File: config.mk
export PLATFORM = sky130hd
export DESIGN_NAME = lifo_stack
export DESIGN_NICKNAME = d
export VERILOG_FILES = /design/src/rtl/lifo_stack.sv
export SDC_FILE = /design/constraint.sdc
export NUM_CORES = 1
export LEC_CHECK = 0
export BUFFER_PORTS_ARGS = -buffer_cell sky130_fd_sc_hd__buf_2
export CAP_MARGIN = 40
export CORE_ASPECT_RATIO = 0.8
export CORE_MARGIN = 5
export CORE_UTILIZATION = 40
export CTS_CLUSTER_DIAMETER = 80
export DETAILED_ROUTE_END_ITERATION = 8
export GPL_TIMING_DRIVEN = 0
export PLACE_DENSITY = 0.65
export SYNTH_ARGS = -nofsm -noshare
export SYNTH_HDL_FRONTEND = slang
export SYNTH_SLANG_ARGS = --single-unit
File: constraint.sdc
create_clock -name clk -period 4.75 [get_ports clk]
set_input_delay 0.2375 -clock clk [delete_from_list [all_inputs] [get_ports clk]]
set_output_delay 0.2375 -clock clk [all_outputs]
set_load 0.02 [all_outputs]
File: src/rtl/lifo_stack.sv
// lifo_stack: parameterised LIFO stack for the core's return-address and
// operand stack.
//
// Parameters
//   WIDTH  data word width in bits
//   DEPTH  log2 of the entry count; the stack holds 2**DEPTH words (DEPTH >= 1)
//
// Ports
//   clk        rising-edge clock
//   reset      asynchronous, active-low reset of count and error flags
//   en         operation enable; push/pop are ignored while low
//   push       push d, or replace the top entry when pop is also high
//   pop        discard the top entry
//   d          data to push or replace with
//   clr_err    clears the sticky overflow/underflow flags (honoured even when en=0)
//   q          top entry, 0 when empty
//   q_next     entry below the top, 0 when fewer than two entries
//   count      number of valid entries, 0..2**DEPTH
//   empty      count == 0
//   full       count == 2**DEPTH
//   overflow   sticky: push attempted while full
//   underflow  sticky: pop attempted while empty
module lifo_stack #(
  parameter int WIDTH = 32,
  parameter int DEPTH = 3
) (
  input  logic             clk,
  input  logic             reset,
  input  logic             en,
  input  logic             push,
  input  logic             pop,
  input  logic [WIDTH-1:0] d,
  input  logic             clr_err,
  output logic [WIDTH-1:0] q,
  output logic [WIDTH-1:0] q_next,
  output logic [DEPTH:0]   count,
  output logic             empty,
  output logic             full,
  output logic             overflow,
  output logic             underflow
);

  localparam int             ENTRIES = 2 ** DEPTH;
  localparam logic [DEPTH:0] CNT_MAX = (DEPTH + 1)'(ENTRIES);
  localparam logic [DEPTH:0] CNT_TWO = (DEPTH + 1)'(2);

  logic [WIDTH-1:0] mem [ENTRIES];

  logic [DEPTH-1:0] top_idx;
  logic [DEPTH-1:0] next_idx;
  logic [DEPTH-1:0] wr_idx;

  logic do_push;
  logic do_pop;
  logic do_replace;
  logic push_on_empty;
  logic wr_en;
  logic ovf_evt;
  logic udf_evt;

  // Index arithmetic is done modulo 2**DEPTH: when the stack is full the
  // low DEPTH bits of count are zero, so count-1 wraps to the last slot,
  // which is exactly the top entry.
  assign top_idx  = count[DEPTH-1:0] - DEPTH'(1);
  assign next_idx = count[DEPTH-1:0] - DEPTH'(2);

  assign empty = (count == '0);
  assign full  = (count == CNT_MAX);

  assign q      = empty             ? '0 : mem[top_idx];
  assign q_next = (count < CNT_TWO) ? '0 : mem[next_idx];

  // Operation decode. A push+pop on an empty stack degenerates into a plain
  // push; on a non-empty stack it overwrites the top and can never overflow.
  assign do_push       = en &  push & ~pop & ~full;
  assign do_pop        = en & ~push &  pop & ~empty;
  assign do_replace    = en &  push &  pop & ~empty;
  assign push_on_empty = en &  push &  pop &  empty;
  assign ovf_evt       = en &  push & ~pop &  full;
  assign udf_evt       = en & ~push &  pop &  empty;

  assign wr_en  = do_push | do_replace | push_on_empty;
  assign wr_idx = do_replace ? top_idx : count[DEPTH-1:0];

  // Control state: occupancy and sticky error flags. A same-cycle error
  // takes priority over clr_err so no event is lost.
  always_ff @(posedge clk or negedge reset) begin
    if (!reset) begin
      count     <= '0;
      overflow  <= 1'b0;
      underflow <= 1'b0;
    end else begin
      if (do_push | push_on_empty) begin
        count <= count + (DEPTH + 1)'(1);
      end else if (do_pop) begin
        count <= count - (DEPTH + 1)'(1);
      end

      if (ovf_evt) begin
        overflow <= 1'b1;
      end else if (clr_err) begin
        overflow <= 1'b0;
      end

      if (udf_evt) begin
        underflow <= 1'b1;
      end else if (clr_err) begin
        underflow <= 1'b0;
      end
    end
  end

  // Storage: not reset, contents beyond count are masked. Writes are gated
  // by reset so an edge arriving while reset is held cannot leave stale data.
  always_ff @(posedge clk) begin
    if (reset && wr_en) begin
      mem[wr_idx] <= d;
    end
  end

endmodule

==> impl_metrics.toml, run 1 <==
[floorplan]
num_io_pins = 110
die_w_um = 210.2
core_area_sq_um = 31570
die_h_um = 170.2
start_util_pct = 40.63
dieArea_sq_um = 35770
rows = 58

[sta]
drv_slew = 0
finClkSkew_ns = 0.01176
fin_ws_ns = 0.2349
tightest_slew_ns = 0.8570
hold_viol = 0
final-setup-viol-count = 0
timing.fmax_ghz = 0.2215
max_slew_margin_pct = 42.49
period_needed_ns = 4.515
min_period_over_period_pct = 95.06
rsz0062_at_grt = "false"

[worst_setup_path]
path_delay_family = "buffers and inverters"
slowest_delay_ns = 0.54
start_kind = "flip-flop"
crit_type = "flip-flop to output port"
path_max_fanout = 10
cp-end-kind = "output port"
cp_slowest_cell = "mux4_2"
cp.required_ns = 4.51
critPathArrivalTime_ns = 4.28
path_cells = "clkbuf_1 > clkbuf_2 > clkbuf_2 > inv_1 > ha_1 > buf_2 > buf_4 > buf_4 > mux4_2 > nand2_1 > a21oi_1 > buf_2"
critPathBufInv = 8

[logic_synthesis]
synth_fp_nets = 924
synth_area_sq_um = 12820
yosys.cell_types.count = 46
async_flop_share_pct = 2.290
yosysTopAreaCell = "edfxtp_1"
syn_area_per_cell_sq_um = 14.52
synth-main-ff-cell = "edfxtp_1"
seq_area_frac_synth_pct = 61.11
ys_ff_latch = 262
yosys-top-cells-area = "edfxtp_1 (60%), mux4_2 (13%), mux2i_1 (7.6%)"
synth_cells = 883
yosys_warnings = 0
synth_top_area_share_pct = 59.94
synth-edff-count = 256

[final_layout]
fin_cells = 1502
syn_to_final_growth_pct = 19.77
drive_gt1_share_pct = 27.47
fin_nets = 1104

[global_routing]
grt_max_degree = 22
grt_pass1_wl_um = 55180
grt_pass1_vias = 8774
grt-ovfl-total = 0
grt_use_total_pct = 20.83
antenna_found_initial = 0

[route]
antenna_left = 0
wl_per_cell_um = 25.29
first_iter_violations = 891
avgViaCountPerCell = 5.858
drcViolationCount = 0
routed-via-count = 8799
dr.pass1.iters = 7
routed_wl_um = 37980

[clock_tree]
clockRootBuffer = "clkbuf_16"
cts_sinks = 262
h-tree-depth = 1
path_clk_slew_ns = 0.06
worstSkewPairLatency_ns = 0.55
post_cts_buffers = 0
cts_buffers = 26
cts_tree = "done"
clockBufferDepth = 3

[place]
dp_hpwl_um = 25460
portBuffers = 109
dpl.cell_count = 1421
gp_congestion = 0.8548
pre_cts_slack_ns = -0.03263

[power]
p_leak_nw = 5.439
p_per_area_nw_per_um2 = 712.5
ir_worst_vdd_uv = 418.0

[job]
drv_cap = 0

[status]
outcome = "completed"

[worst_hold_path]
min_path_type = "input port to asynchronous set/reset pin"
[repair_timing]
item	4_1_cts	5_1_grt
endpoints found under the setup margin	49	40
pin swaps	0	0
hold endpoints to repair	264	0
hold buffers	34	0
gates resized for setup	6	2
[path summary, 6_finish.rpt]
| path | from | endpoint | slack (ns) | cells after the start |
|---|---|---|---|---|
| max reg2reg | count[1] | mem[1][19] | 0.31 | 12 |
| min | reset | overflow | 0.06 | 2 |
| min in group clk | en | underflow | 0.08 | 3 |
| max | count[1] | q[22] | 0.23 | 12 |
| min reg2reg | underflow | underflow | 0.53 | 2 |
| max in group asynchronous | reset | count[3] | 4.54 | 2 |
[layout by cell type (no fill, tap or decap), drive strengths merged, types with 3 or more instances in the layout]
cell type	netlist	final
xnor2	3	3
o21ai	49	49
dlygate4sd3	0	34
clkinv	0	9
nor4	3	3
ha	3	3
buf	44	162
bufinv	0	4
inv	5	5
nand2	90	90
nor2b	5	5
nor3b	4	4
mux4	74	74
nor2	62	62
o22ai	22	22
edfxtp	256	256
a21oi	55	55
mux2i	98	98
mux2	12	12
clkbuf	26	58
dfrtp	6	6
a221oi	10	10
a211oi	3	3
nand3	25	25
[worst register-to-register path, delay by kind of cell, from the launching register on]
kind | cells | cell delay, ns
simple gates | 3 | 1.01
fa+ha+maj | 1 | 0.29
flops | 1 | 0.39
compound gates | 1 | 0.35
buf+inv | 7 | 2.09
[synth_stat cells (all sizes together), types with 10 or more instances]
master / n
a21oi: 55
a221oi: 10
buf: 44
clkbuf: 26
edfxtp: 256
mux2: 12
mux2i: 98
mux4: 74
nand2: 90
nand3: 25
nor2: 62
o21ai: 49
o22ai: 22
[report_power, final]
part | total [mW] | switching, mW | internal [mW]
Combinational | 6.18 | 3.86 | 2.31
Clock | 2.08 | 0.862 | 1.22
Sequential | 2.69 | 0.0483 | 2.64
[cell type report]
type,count,area (sq um)
Clock buffer,32,673.1
Buffer,70,357.8
Fill cell,2713,16210
Timing Repair Buffer,152,1066
Tap cell,420,525.5
Sequential cell,262,7838
Clock inverter,14,178.9
Multi-Input combinational cell,546,4700
Inverter,5,18.77
Antenna cell,1,2.502
[cell families after synthesis]
family / count (synthesis) / synth area share (%)
DFF: 262 / 61.11
and+or+nand+nor: 204 / 6.859
muxes: 184 / 21.70
AOI/OAI and AO/OA: 151 / 6.878
buffers and inverters: 75 / 2.888
xor gates and xnor gates: 4 / 0.2732
adders and majority gates: 3 / 0.2927
[layer usage]
| metal | vias up | wire length (um) | global-route usage (%) |
|---|---|---|---|
| li1 | 3845 | - | - |
| met1 | 4416 | 15590 | 29.10 |
| met2 | 462 | 17560 | 33.26 |
| met5 | - | 0 | 0 |
| met3 | 76 | 3702 | 4.478 |
| met4 | 0 | 1135 | 6.041 |
[stage by stage]
stage                     area (sq um)  power (mW)  utilization (%)  hold slack, ns  TNS, ns
after detailed placement         14140       8.858            44.80         0.07982  -0.4862
after floorplan                  12820       6.813                -        -0.05809        0
after global placement           13900       8.759            44.02         0.07645  -498.88
after CTS                        15360       10.98            48.64         0.05597        0
after global routing             15360       11.50            48.65         0.05971        0
final                            15360       10.94            48.66         0.06135        0
[state kept, by name, summed over array words and instances (netlist names)]
signal     count
mem          256
count          4
overflow       1
underflow      1
Power figures use the tool's default switching activity.
==> run 2: changes to the inputs <==
==> constraint.sdc (replaced) <==
create_clock -name clk -period 5.4 [get_ports clk]
set_input_delay 0.27 -clock clk [delete_from_list [all_inputs] [get_ports clk]]
set_output_delay 0.27 -clock clk [all_outputs]
set_load 0.02 [all_outputs]
==> impl_metrics.toml, run 2 (synthesis results as in run 1) <==
[global_routing]
grt_pass1_wl_um = 55080
grt_max_degree = 22
antenna_found_initial = 2
grt_use_total_pct = 20.80
grt_pass1_vias = 8757
grt-ovfl-total = 0

[clock_tree]
cts_buffers = 26
clockRootBuffer = "clkbuf_16"
h-tree-depth = 1
path_clk_slew_ns = 0.06
cts_sinks = 262
clockBufferDepth = 3
cts_tree = "done"
worstSkewPairLatency_ns = 0.55

[place]
gp_congestion = 0.8548
dpl_cell_area_sq_um = 14140
portBuffers = 109
dp_hpwl_um = 25460

[route]
routed-via-count = 8772
drcViolationCount = 0
dr.pass1.iters = 5
routed_wl_um = 37900
antenna_left = 0
wl_per_cell_um = 25.35
avgViaCountPerCell = 5.868
first_iter_violations = 1029

[worst_setup_path]
path_max_fanout = 10
critPathLaunch = "count[1]"
path_cells = "clkbuf_1 > clkbuf_1 > clkbuf_1 > inv_1 > ha_1 > clkbuf_1 > xor2_1 > buf_2 > nand2_1 > a21oi_1 > buf_2"
regToRegSetupSlack_ns = 0.53
reg2regPathDepth = 12
crit_top_cell = "clkbuf_1"
cp-end-kind = "output port"
path_delay_family = "buffers and inverters"
critPathBufInv = 7
cp.required_ns = 5.13
start_kind = "flip-flop"
regToRegEndpoint = "mem[1][19]"
slowest_delay_ns = 0.66
cp_slowest_cell = "xor2_1"
critPathArrivalTime_ns = 4.97
crit_type = "flip-flop to output port"
crit_cells = 11
endpoint = "q[30]"
r2r_start = "count[1]"

[power]
ir_worst_vdd_uv = 365.8
power.total_mw = 9.609
pwr-share-comb_pct = 56.4
switchingPower_mw = 4.191
intPower_mw = 5.418
p_leak_nw = 5.396
clock_power_share_pct = 19.0
sw_frac_of_total_pct = 43.62
seq_power_share_pct = 24.6
p_per_area_nw_per_um2 = 629.0

[final_layout]
syn_to_final_growth_pct = 19.12
regMostFlops = "mem"
fin_nets = 1097
layout_common_cells = "edfxtp_1 (256), buf_2 (133), mux2i_1 (98)"
final_common_cell = "edfxtp_1"
largest_reg_flops = 256
drive_gt1_share_pct = 27.19
reg_top3 = "mem x256, count x4"
finalInstanceArea_sq_um = 15280
utilization_pct = 48.39

[floorplan]
num_io_pins = 110
rows = 58
dieArea_sq_um = 35770
die_w_um = 210.2
die_h_um = 170.2
start_util_pct = 40.63
core_area_sq_um = 31570

[sta]
finClkSkew_ns = 0.01439
min_period_over_period_pct = 96.97
drv_slew = 0
timing.fmax_ghz = 0.1910
period_needed_ns = 5.236
final-setup-viol-count = 0
tightest_slew_ns = 0.8596
holdWs_ns = 0.01168
hold_viol = 0
tns_ns = 0
max_slew_margin_pct = 42.31

[job]
drv_cap = 0

[worst_hold_path]
min_path_type = "input port to flip-flop"
hold_depth = 1

[status]
outcome = "completed"
==> run 2: final cells by class <==
cell class,instances,area [sq um]
sequential,262,7838
inverter,5,18.77
timing repair buffer,145,996.0
tap,420,525.5
buffer,70,352.8
antenna,1,2.502
clock buffer,32,673.1
clock inverter,14,178.9
fill,2716,16290
multi-input combinational,546,4692
==> run 2: stage by stage <==
step	setup slack (ns)	instances
6_report	0.1638	1495
5_1_grt	-0.01160	1494
4_1_cts	0.1162	1494
3_5_place_dp	0.6174	1421
3_3_place_gp	-1.734	1412
2_1_floorplan	0.9512	883
==> run 2: per-layer routing <==
metal	GRT usage [%]	up-vias	part of all wire (%)
li1	-	3833	-
met4	6.239	2	3.2
met1	28.93	4385	40
met3	4.515	87	10
met5	0	-	0.029
met2	33.23	465	46
==> run 2: how the worst min path moves through the flow <==
stage | start | endpoint | slack, ns
2_1_floorplan | reset | count[0] | -0.03
3_3_place_gp | reset | overflow | 0.11
3_5_place_dp | reset | overflow | 0.11
4_1_cts | d[30] | mem[0][30] | 0.003
5_1_grt | d[25] | mem[0][25] | 0.007
6_report | d[6] | mem[6][6] | 0.01
==> run 2: worst reg2reg max path, cell delays in order, from the launching register on <==
cell and delay [ns]:
dfrtp_1 0.39, clkbuf_1 0.47, clkbuf_1 0.56, clkbuf_1 0.61
inv_1 0.17, ha_1 0.31, buf_2 0.16, buf_2 0.32
nor2b_1 0.18, nor3_1 0.06, o32ai_1 0.34, nor2b_4 0.74
buf_16 0.26
==> run 2: power groups by stage <==
| stage | sequential, mW | combinational [mW] | clock, mW |
|---|---|---|---|
| final | 2.36 | 5.42 | 1.83 |
| after detailed placement | 2.40 | 5.39 | 0 |
| after floorplan | 2.41 | 3.58 | 0 |
| after global placement | 2.41 | 5.30 | 0 |
| after CTS | 2.36 | 5.42 | 1.86 |
| after global routing | 2.37 | 5.78 | 1.95 |
==> run 2: what timing repair did <==
item,4_1_cts,5_1_grt
hold buffers,27,0
gates resized for setup,0,3
setup endpoints to repair,0,17
buffers inserted,0,0
hold endpoints to repair,198,0
